===== src/rtl/des_key_sched_seq.sv =====
// DES round-key scheduler: loads one 64-bit key and streams K1..K16 (encrypt)
// or K16..K1 (decrypt), one 48-bit subkey per accepted output beat.

module des_pc2 (
   input  logic [55:0] cd_i,
   output logic [47:0] subkey_o
);
   // Table entries are 1-based DES bit numbers, bit 1 being the MSB of cd_i.
   localparam int PC2 [48] = '{
      14, 17, 11, 24,  1,  5,  3, 28, 15,  6, 21, 10,
      23, 19, 12,  4, 26,  8, 16,  7, 27, 20, 13,  2,
      41, 52, 31, 37, 47, 55, 30, 40, 51, 45, 33, 48,
      44, 49, 39, 56, 34, 53, 46, 42, 50, 36, 29, 32
   };

   logic unused_cd;
   assign unused_cd = ^{cd_i[47], cd_i[38], cd_i[34], cd_i[31],
                        cd_i[21], cd_i[18], cd_i[13], cd_i[2]};

   always_comb begin
      subkey_o = '0;
      for (int i = 0; i < 48; i++) begin
         subkey_o[47-i] = cd_i[56-PC2[i]];
      end
   end
endmodule

// state | meaning
// IDLE  | waiting for a key; in_ready high
// RUN   | presenting subkey step_q of the current sequence; out_valid high
module des_key_sched_seq (
   input  logic        clk,
   input  logic        rst_n,
   input  logic [63:0] key,
   input  logic        decrypt,
   input  logic        in_valid,
   output logic        in_ready,
   output logic [47:0] subkey,
   output logic [3:0]  sub_idx,
   output logic        sub_last,
   output logic        out_valid,
   input  logic        out_ready,
   input  logic        abort
);
   localparam int PC1 [56] = '{
      57, 49, 41, 33, 25, 17,  9,  1, 58, 50, 42, 34, 26, 18,
      10,  2, 59, 51, 43, 35, 27, 19, 11,  3, 60, 52, 44, 36,
      63, 55, 47, 39, 31, 23, 15,  7, 62, 54, 46, 38, 30, 22,
      14,  6, 61, 53, 45, 37, 29, 21, 13,  5, 28, 20, 12,  4
   };

   typedef enum logic {ST_IDLE, ST_RUN} state_t;

   state_t      state_q;
   logic [55:0] cd_q;
   logic [55:0] cd_d;
   logic [55:0] pc1_w;
   logic [3:0]  step_q;
   logic        dir_q;
   logic        single_w;

   logic unused_parity;
   assign unused_parity = ^{key[56], key[48], key[40], key[32],
                            key[24], key[16], key[8],  key[0]};

   function automatic logic [27:0] rot28(input logic [27:0] v, input logic left,
                                         input logic one);
      logic [27:0] r;
      if (left) r = one ? {v[26:0], v[27]}    : {v[25:0], v[27:26]};
      else      r = one ? {v[0],    v[27:1]}  : {v[1:0],  v[27:2]};
      return r;
   endfunction

   always_comb begin
      pc1_w = '0;
      for (int i = 0; i < 56; i++) begin
         pc1_w[55-i] = key[64-PC1[i]];
      end
   end

   // Single-bit shifts land between beats 0/1, 7/8 and 14/15 in either direction.
   assign single_w = (step_q == 4'd0) || (step_q == 4'd7) || (step_q == 4'd14);
   assign cd_d     = {rot28(cd_q[55:28], !dir_q, single_w),
                      rot28(cd_q[27:0],  !dir_q, single_w)};

   always_ff @(posedge clk or negedge rst_n) begin
      if (!rst_n) begin
         state_q <= ST_IDLE;
         cd_q    <= '0;
         step_q  <= '0;
         dir_q   <= 1'b0;
      end else begin
         case (state_q)
            ST_IDLE: begin
               if (in_valid) begin
                  cd_q    <= decrypt ? pc1_w
                                     : {rot28(pc1_w[55:28], 1'b1, 1'b1),
                                        rot28(pc1_w[27:0],  1'b1, 1'b1)};
                  dir_q   <= decrypt;
                  step_q  <= '0;
                  state_q <= ST_RUN;
               end
            end
            ST_RUN: begin
               if (abort) begin
                  state_q <= ST_IDLE;
                  step_q  <= '0;
               end else if (out_ready) begin
                  if (step_q == 4'd15) begin
                     state_q <= ST_IDLE;
                     step_q  <= '0;
                  end else begin
                     step_q <= step_q + 4'd1;
                     cd_q   <= cd_d;
                  end
               end
            end
            default: state_q <= ST_IDLE;
         endcase
      end
   end

   assign in_ready  = (state_q == ST_IDLE);
   assign out_valid = (state_q == ST_RUN);
   assign sub_idx   = dir_q ? (4'd15 - step_q) : step_q;
   assign sub_last  = (step_q == 4'd15);

   des_pc2 u_pc2 (
      .cd_i     (cd_q),
      .subkey_o (subkey)
   );
endmodule


===== config.mk =====
export PLATFORM = sky130hd
export DESIGN_NAME = des_key_sched_seq
export DESIGN_NICKNAME = d
export VERILOG_FILES = /design/src/rtl/des_key_sched_seq.sv
export SDC_FILE = /design/constraint.sdc
export NUM_CORES = 1
export LEC_CHECK = 0
export ABC_AREA = 1
export CAP_MARGIN = 20
export CORE_MARGIN = 4
export CORE_UTILIZATION = 53
export CTS_BUF_LIST = sky130_fd_sc_hd__clkbuf_2
export CTS_CLUSTER_DIAMETER = 50
export DETAILED_ROUTE_END_ITERATION = 12
export PLACE_DENSITY = 0.84
export SLEW_MARGIN = 10
export SYNTH_ARGS = -nofsm -noshare
export SYNTH_HDL_FRONTEND = slang
export SYNTH_SLANG_ARGS = --single-unit
export TNS_END_PERCENT = 30

===== constraint.sdc =====
create_clock -name clk -period 2.12 [get_ports clk]
set_input_delay 0.318 -clock clk [delete_from_list [all_inputs] [get_ports clk]]
set_output_delay 0.318 -clock clk [all_outputs]
set_load 0.01 [all_outputs]

# Word level (Yosys, flattened, before mapping)
# Cells that the tools add are included.
[word_totals] regBits=62 latch_bits=0 ramBits=0 mem_bits_ro=0 inputBits=70 word_cells=44 n_memories=0
[op_classes] add_sub_neg=2 multipliers=0 n_div=0 n_lt_le_gt_ge=0 eq_ne=8 n_shift=0 mux=23 bitwise_logic=1 reduce_logical=6
[ops] op="$mux W56" n=5
[ops] op="$mux W28" n=6
[ops] op="$pmux W56 S2" n=1
[ops] op="$mux W4" n=5
[ops] op="$eq A4 B4 Y1 const B" n=2
[ops] op="$ne A2 B2 Y1 const B" n=4
[ops] op="$pmux W4 S2" n=1
[ops] op="$add A4 B1 Y4 const B" n=1
[ops] op="$eq A4 B3 Y1 const B" n=1
[ops] op="$logic_not A4 Y1" n=1
[ops] op="$mux W1" n=4
[ops] op="$reduce_and A2 Y1" n=2
[ops] op="$reduce_and A4 Y1" n=1
[ops] op="$sub A4 B4 Y4 const A" n=1
[ops] op="$ne A3 B3 Y1 const B" n=1
[ops] op="$logic_or A1 B1 Y1" n=2
[ops] op="$pmux W1 S2" n=1
[ops] op="$not A1 Y1" n=1

# Logic depth before layout (Yosys ltp)
# Gate-level depths: netlist of the first run.
[depth] depth_word=9 mapped_depth=10 ltp_nobuf=9

# Hierarchy
# A second synthesis of the first run with hierarchy kept.
[hier_totals] cells_unflattened=848 area_unflattened_um2=5440.2
[by_module_without_submodules] module="des_key_sched_seq" instances=1 cells_per_inst=800 area_per_inst_um2=5079.9
[by_module_without_submodules] module="des_pc2" instances=1 cells_per_inst=48 area_per_inst_um2=360.3

# Worst setup path after synthesis of the first run
# No wires, ideal clock.
[synth_path] path_type="register to register" start="reg step_q[0]" end="reg cd_q[25]" arrival_time_ps=1514 setup_slack_ps=529 path_stages_with_launch=10 path_buffers=2 cell_sequence="dfrtp_1 -> inv_1 -> ha_1 -> nand3_1 -> buf_2 -> buf_2 -> nand4_1 -> nand3_1 -> nand3_1 -> a21oi_1"
[synth_via] elab_chain_cells=9
[synth_rtl] element="start: declaration" line_no="58" text="logic [3:0] step_q;"
[synth_rtl] element="start signal: assignment" line_no="113" text="step_q <= step_q + 4'd1;"
[synth_rtl] element="$eq A4 B3 Y1 or $logic_not A4 Y1 (tied branches)" line_no="82" text="assign single_w = (step_q == 4'd0) || (step_q == 4'd7) || (step_q == 4'd14);"
[synth_rtl] element="$logic_or A1 B1 Y1 (2 in series)" line_no="82"
[synth_rtl] element="$mux W28 (on tied branches)" line_no="69, 70"
[synth_rtl] element="$mux W28" line_no="69" text="if (left) r = one ? {v[26:0], v[27]} : {v[25:0], v[27:26]};"
[synth_rtl] element="$mux W56" line_no="109" text="if (step_q == 4'd15) begin"
[synth_rtl] element="$mux W56" line_no="108" text="end else if (out_ready) begin"
[synth_rtl] element="$mux W56" line_no="105" text="if (abort) begin"
[synth_rtl] element="$pmux W56 S2" line_no="93" text="case (state_q)"
[synth_rtl] element="end signal: assignment" line_no="96" text="cd_q <= decrypt ? pc1_w"
[synth_rtl] element="end: declaration" line_no="55" text="logic [55:0] cd_q;"
# Several ways; a longest one is shown, not always the timed one. The select of a mux whose other input is x is not followed.
# A chain may end at the register's enable or synchronous reset.

# Final worst setup path of the first run
[layout_path] start="reg step_q[2]" end="out sub_idx[2]"
[layout_via] elab_chain_cells=2
[layout_rtl] element="$sub A4 B4 Y4" line_no="125" text="assign sub_idx = dir_q ? (4'd15 - step_q) : step_q;"
[layout_rtl] element="$mux W4 *" line_no="125"
[layout_rtl] element="end: declaration" line_no="39" text="output logic [3:0] sub_idx,"
# Every way passes the cells marked *; elsewhere a longest branch is shown, timed or not.

==> metrics.md, run 1 <==
| Metric | Value |
|---|---|
| Buffers added on ports | 116 |
| GRT Util Overall | 26.4% |
| Cell with the most instances after synthesis | sky130_fd_sc_hd__nor2_1 |
| Wire length after detailed routing | 15600 um |
| Maximum operating frequency | 0.502 GHz |
| Wire length of the first global-routing pass | 25800 um |
| Number of enable-type register cells in the synthesized netlist | 0 |
| Final Max Tran Viols | 0 |
| Initial core utilization | 54.5% |
| Die H | 109 um |
| Antenna violations before repair | 0 |
| Wire length on met1 | 6330 um |
| Uppermost metal layer occupied by signal nets | met4 |
| Data arrival at the endpoint of the critical path | 1.67 ns |
| Measured slew at the worst slew-check pin | 0.592 ns |
| Critical-path cell with the highest stage delay | sky130_fd_sc_hd__clkdlybuf4s50_1 |
| Via/cell ratio | 5.91 |
| Critical Path Sink | sub_idx[2] |
| Synth top area cells | sky130_fd_sc_hd__dfrtp_1, sky130_fd_sc_hd__nand3_1, sky130_fd_sc_hd__nor2_1 |
| Summed area of non-filler cells in the final layout | 6350 um2 |
| Depth of the most critical reg-to-reg path | 10 |
| Sequence of cells on the critical path | xor2_1 > clkdlybuf4s50_1 |
| Hold Path Class | in -> async |
| Rows | 36 |
| Worst R2R End | cd_q[17]$_DFFE_PN0P_ |
| Clock latency on the worst-skew pair | 0.47 ns |
| Area of the core | 9820 um2 |
| Logic depth of the worst path, buffers included | 2 |
| Run status | completed |
| Buf+Inv Stages, Crit Path | 1 |
| Library cell with the largest summed area after synthesis | sky130_fd_sc_hd__dfrtp_1 |
| Clock Sink Count | 62 |
| Placement Cell Area | 6200 um2 |
| Slowest stage delay, CP | 0.55 ns |
| Total Neg Setup Slack | 0 ns |
| Die outline width | 109 um |
| DRC violation count after routing | 0 |
| Required time reported for the critical path endpoint | 1.80 ns |
| Maximum capacitance violations | 0 |
| Post-synthesis instance total | 848 |
| RSZ-0062 raised after global routing | false |
| Crit. Startpoint | step_q[2]$_DFFE_PN0P_ |
| Post-synthesis cell area | 5350 um2 |
| Amount of wire on met3 after detailed routing | 1240 um |
| Number of global-route vias before repair | 5631 |
| I/O pin count | 125 |
| Last weighted congestion value of the routability-driven placer | 0.913 |
| Buffer levels on the longest clock path | 2 |
| Net count after synthesis | 921 |
| Synth top area share | 29.0% |
| Number of nets still failing antenna checks after routing | 0 |
| Final Hold Fails | 0 |
| Kind of start point of the critical path | flop |
| Ant diodes | 0 |
| Area Overhead vs Synth | 18.6% |
| Final clock period utilization by the worst path | 94.0% |
| Post-synth cell types | 18 |
| CTS Buf Count | 9 |
| Top cell family by delay on the critical path | buffers and inverters |
| Async SR Flop Fraction | 100% |
| Flop-to-flop setup slack | 0.19 ns |
| Maximum number of pins on one net before global-route repair | 63 |
| Cell area power density | 1380 nW/um2 |
| Layout cell share with drive strength beyond 1 | 6.44% |
| Setup Viol. Count Final | 0 |
| Dpl hpwl | 10400 um |
| CTS tree | built |
| Relative slew slack | 60.5% |
| Synth Area per Inst | 6.31 um2 |
| WL/cell | 15.3 um |
| Top_reg_cell synth | sky130_fd_sc_hd__dfrtp_1 |
| Endpoint kind of the worst setup timing path | output port |
| Part of the Yosys area used for sequential elements | 29.0% |
| Worst clock skew | 0.0239 ns |
| Total global routing overflow | 0 |
| Top cells by count, synth | sky130_fd_sc_hd__nor2_1, sky130_fd_sc_hd__nand3_1, sky130_fd_sc_hd__buf_4, sky130_fd_sc_hd__nand2_1, sky130_fd_sc_hd__dfrtp_1 |
| Synth Warn # | 0 |
| Critical path start-end classification | reg -> out |
| Total number of vias | 6021 |
| Floorplan die area | 11800 um2 |
| Clock-pin transition on the worst setup and hold timing paths | 0.20 ns |
| Met2 Wirelength | 7810 um |
| Htree depth | 3 |
| Number of search-and-repair iterations in the first detailed-routing pass | 5 |
| Nets | 953 |
| CP Max Fanout | 7 |
| Clock root buffer | sky130_fd_sc_hd__clkbuf_2 |
| Fin crit period | 1.99 ns |
| Detailed Route Iter0 Violations | 613 |
| Flip-flop and latch count after synthesis | 62 |
| LEAKAGE | 2.76 nW |
| R2R Path Start | step_q[0]$_DFFE_PN0P_ |
| Max VDD drop | 0.000627 V |
==> state kept, by name, indices dropped and copies added (netlist names) <==
register / flops
cd_q: 56
step_q: 4
dir_q: 1
out_valid: 1
==> worst min-delay path, stage by stage <==
cell                            delay (ns)
sky130_fd_sc_hd__dlygate4sd3_1        0.52
sky130_fd_sc_hd__buf_2                0.12
sky130_fd_sc_hd__buf_12               0.31
==> logic make-up after synthesis <==
group	synth area share, %
DFF	29.0
adders and majority gates	0.701
xor gates and xnor gates	0.654
and+or+nand+nor	43.6
buffers and inverters	14.7
AOI/OAI and AO/OA	11.3
==> area by class of cell <==
cell class | count | area [um2]
fill | 938 | 3470
multi-input combinational | 651 | 3050
sequential | 62 | 1560
timing repair buffer | 143 | 1410
tap | 133 | 166
clock inverter | 6 | 62.6
clock buffer | 10 | 50.0
inverter | 13 | 48.8
==> per-layer routing <==
layer / GRT usage (%) / up-vias
met5: 0 / -
met4: 8.30 / 0
met3: 4.90 / 26
met2: 46.4 / 287
met1: 32.7 / 2781
li1: - / 2927
==> per-stage QoR <==
stage,power [mW],util (%),hold slack [ns],cells,setup WS (ns)
global placement,7.74,63.1,0.356,999,0.210
CTS,8.72,64.6,0.333,1018,0.0588
floorplan,6.53,-,0.0224,848,0.529
finish,8.76,64.6,0.372,1018,0.127
detailed placement,7.95,63.1,0.359,999,0.162
global route,9.55,64.6,0.368,1018,0.0379
==> cells in the final DEF, fill, tap and decap left out <==
cell,netlist,final
sky130_fd_sc_hd__a21oi_1,58,58
sky130_fd_sc_hd__buf_4,65,21
sky130_fd_sc_hd__buf_12,0,4
sky130_fd_sc_hd__xor2_1,4,4
sky130_fd_sc_hd__nand3_2,0,4
sky130_fd_sc_hd__dlygate4sd2_1,0,4
sky130_fd_sc_hd__inv_2,3,3
sky130_fd_sc_hd__inv_1,10,9
sky130_fd_sc_hd__clkbuf_2,0,10
sky130_fd_sc_hd__bufinv_16,0,1
sky130_fd_sc_hd__a21oi_4,0,1
sky130_fd_sc_hd__dfrtp_1,62,58
sky130_fd_sc_hd__buf_6,1,1
sky130_fd_sc_hd__nand3_1,175,171
sky130_fd_sc_hd__clkinvlp_4,0,3
sky130_fd_sc_hd__nor2_4,1,1
sky130_fd_sc_hd__clkinv_2,0,2
sky130_fd_sc_hd__buf_2,25,1
sky130_fd_sc_hd__clkdlybuf4s50_1,0,111
sky130_fd_sc_hd__nor2_1,226,226
sky130_fd_sc_hd__dlygate4sd3_1,0,1
sky130_fd_sc_hd__ha_4,0,1
sky130_fd_sc_hd__nand2_1,65,65
sky130_fd_sc_hd__clkinv_1,0,1
sky130_fd_sc_hd__ha_1,3,2
sky130_fd_sc_hd__o21ai_0,61,61
sky130_fd_sc_hd__nand4_1,57,57
sky130_fd_sc_hd__dfrtp_2,0,4
==> timing repair <==
item | in CTS | in global routing
hold endpoints to repair | 62 | 0
endpoints found under the setup margin | 2 | 1
setup buffers | 2 | 0
gates resized for setup | 8 | 1
hold buffers | 1 | 0
pin swaps | 0 | 0
==> power breakdown <==
part / internal, mW / total [mW] / switching [mW]
Clock: 0.272 / 0.736 / 0.464
Combinational: 2.43 / 5.67 / 3.24
Sequential: 1.73 / 2.35 / 0.623
==> how the worst min path moves through the flow <==
stage	from	end	slack [ns]	cells past startpoint
floorplan	rst_n	cd_q[0]$_DFFE_PN0P_	0.02	0
global placement	rst_n	cd_q[10]$_DFFE_PN0P_	0.36	2
detailed placement	rst_n	cd_q[10]$_DFFE_PN0P_	0.36	2
CTS	rst_n	cd_q[6]$_DFFE_PN0P_	0.33	3
global route	rst_n	cd_q[6]$_DFFE_PN0P_	0.37	3
finish	rst_n	cd_q[39]$_DFFE_PN0P_	0.37	3
Note: power is estimated with default switching activity, not from simulation.
==> inputs of run 2 (changes only) <==
==> constraint.sdc (replaced) <==
create_clock -name clk -period 2.12 [get_ports clk]
set_input_delay 0.318 -clock clk [delete_from_list [all_inputs] [get_ports clk]]
set_output_delay 0.318 -clock clk [all_outputs]
set_load 0.005 [all_outputs]
==> run 2 against run 1 <==
Effect of this change: sequential cell count is the same; clock-buffer cell count up 1; clock skew down 0.0011 ns.
==> metrics.md, run 2 (synthesis results as in run 1) <==
| Metric | Value |
|---|---|
| Run status | completed |
| CP Max Fanout | 5 |
| Dpl hpwl | 10600 um |
| Sequence of cells on the critical path | buf_4 > xor2_1 > clkdlybuf4s50_1 |
| Measured slew at the worst slew-check pin | 0.610 ns |
| Max VDD drop | 0.000614 V |
| Number of nets still failing antenna checks after routing | 0 |
| Setup Viol. Count Final | 0 |
| LEAKAGE | 2.80 nW |
| Depth of the most critical reg-to-reg path | 10 |
| Total number of vias | 6124 |
| DRC violation count after routing | 0 |
| Area Overhead vs Synth | 18.6% |
| Final clock period utilization by the worst path | 95.7% |
| Fin crit period | 2.03 ns |
| Final Hold Fails | 0 |
| Number of cells in the finished layout apart from fillers | 1020 |
| Layout cell share with drive strength beyond 1 | 6.43% |
| Worst clock skew | 0.0228 ns |
| R2R Path Start | step_q[0]$_DFFE_PN0P_ |
| Final Max Tran Viols | 0 |
| Top Registers | cd_q x56, step_q x4 |
| Commonest non-fill, non-tap cell in the layout | sky130_fd_sc_hd__nor2_1 |
| Detailed Route Iter0 Violations | 625 |
| GRT Util Overall | 26.8% |
| Clock root buffer | sky130_fd_sc_hd__clkbuf_2 |
| Die H | 109 um |
| Critical path start-end classification | reg -> out |
| Maximum capacitance violations | 0 |
| Placed instance count | 999 |
| Kind of start point of the critical path | flop |
| Number of global-route vias before repair | 5638 |
| Slowest stage delay, CP | 0.52 ns |
| Relative slew slack | 59.4% |
| Nets | 954 |
| Floorplan die area | 11800 um2 |
| Initial core utilization | 54.5% |
| Clock latency on the worst-skew pair | 0.51 ns |
| Register name with the most flops | cd_q |
| Die outline width | 109 um |
| Clock Sink Count | 62 |
| Area of the core | 9820 um2 |
| Rows | 36 |
| Data arrival at the endpoint of the critical path | 1.71 ns |
| Maximum number of pins on one net before global-route repair | 63 |
| Overall power of the completed layout | 8.59 mW |
| Cell area power density | 1350 nW/um2 |
| Wire length after detailed routing | 15800 um |
| Number of search-and-repair iterations in the first detailed-routing pass | 7 |
| Multi-input combinational cell area | 3040 um2 |
| CTS Buf Count | 9 |
| Layout filler cell count | 923 |
| Total global routing overflow | 0 |
| Last weighted congestion value of the routability-driven placer | 0.910 |
| Via/cell ratio | 6.00 |
| Critical-path cell with the highest stage delay | sky130_fd_sc_hd__clkdlybuf4s50_1 |
| Commonest non-fill, non-tap cells in the layout | sky130_fd_sc_hd__nor2_1, sky130_fd_sc_hd__nand3_1, sky130_fd_sc_hd__clkdlybuf4s50_1 |
| Required time reported for the critical path endpoint | 1.80 ns |
| CTS tree | built |
| Buffer levels on the longest clock path | 2 |
| Register cell area after layout | 1560 um2 |
| Wire length of the first global-routing pass | 26000 um |
| WL/cell | 15.4 um |
| Antenna violations before repair | 1 |
| Buffers added on ports | 116 |
| Endpoint kind of the worst setup timing path | output port |
| Hold Path Class | in -> async |
| Clock-pin transition on the worst setup and hold timing paths | 0.19 ns |
| Maximum operating frequency | 0.493 GHz |
| Htree depth | 3 |
| Flop-to-flop setup slack | 0.25 ns |
| Worst R2R End | cd_q[20]$_DFFE_PN0P_ |
| Flip-flop count of the largest register, all copies and words added | 56 |
| I/O pin count | 125 |
==> run 2: cell count changes in the layout (fill, tap and decap cells not counted), moves of 2 or more <==
cell	change
sky130_fd_sc_hd__dlymetal6s2s_1	+2
sky130_fd_sc_hd__clkinv_2	+2
sky130_fd_sc_hd__clkinvlp_4	-3
sky130_fd_sc_hd__dlygate4sd2_1	-3
==> run 2: area by class of cell <==
class,count,share of cell area [%]
sequential,62,24.5
inverter,13,0.768
timing repair buffer,144,22.5
multi-input combinational,651,47.9
clock buffer,11,0.867
tap,133,2.62
clock inverter,5,0.788
antenna,1,0.0394
==> run 2: power breakdown <==
group	internal (mW)	switching, mW	leakage (nW)	total (mW)
sequential	1.73	0.620	0.692	2.35
combinational	2.44	3.07	2.03	5.52
clock	0.275	0.456	0.0755	0.730
==> run 2: worst max-delay path: cells and delay by family, from the launching register on <==
| family | cells | cell delay (ns) |
|---|---|---|
| xor gates and xnor gates | 1 | 0.12 |
| buffers and inverters | 2 | 0.67 |
| DFF | 1 | 0.42 |
==> run 2: repair_timing <==
item	in CTS	in global routing
gates resized for setup	4	3
hold endpoints to repair	62	0
buffers inserted	3	0
hold buffers	1	0
pin swaps	1	0
endpoints found under the setup margin	2	3
==> run 2: routing by layer <==
metal  share of wire (%)  vias up  global-route usage [%]
li1                    -     2917                       -
met1                  39     2814                    33.1
met2                  49      354                    46.0
met3                 9.5       39                    5.13
met4                 2.3        0                    10.6
met5                   0        -                       0
==> run 2: how the worst max path moves through the flow <==
stage / cells after the start / end / start
final: 3 / sub_idx[0] / step_q[0]$_DFFE_PN0P_
after global routing: 3 / sub_idx[0] / step_q[0]$_DFFE_PN0P_
after CTS: 3 / sub_last / step_q[2]$_DFFE_PN0P_
after detailed placement: 9 / cd_q[20]$_DFFE_PN0P_ / abort
after global placement: 9 / cd_q[34]$_DFFE_PN0P_ / abort
after floorplan: 9 / cd_q[25]$_DFFE_PN0P_ / step_q[0]$_DFFE_PN0P_
==> run 2: stage by stage <==
step | setup WS, ns | utilization [%] | instance area (um2) | setup TNS (ns) | hold slack, ns
2_1_floorplan | 0.529 | - | 5350 | 0 | 0.0224
3_3_place_gp | 0.201 | 63.1 | 6200 | 0 | 0.355
3_5_place_dp | 0.154 | 63.1 | 6200 | 0 | 0.358
4_1_cts | 0.0110 | 64.6 | 6340 | 0 | 0.303
5_1_grt | -0.0190 | 64.7 | 6350 | -0.0190 | 0.307
6_report | 0.0915 | 64.7 | 6350 | 0 | 0.309
==> inputs of run 3 (changes only) <==
Settings changed: CTS_CLUSTER_SIZE set to 14.
==> results of run 3 <==
Final layout, timing and power as in run 2 (identical DEF).
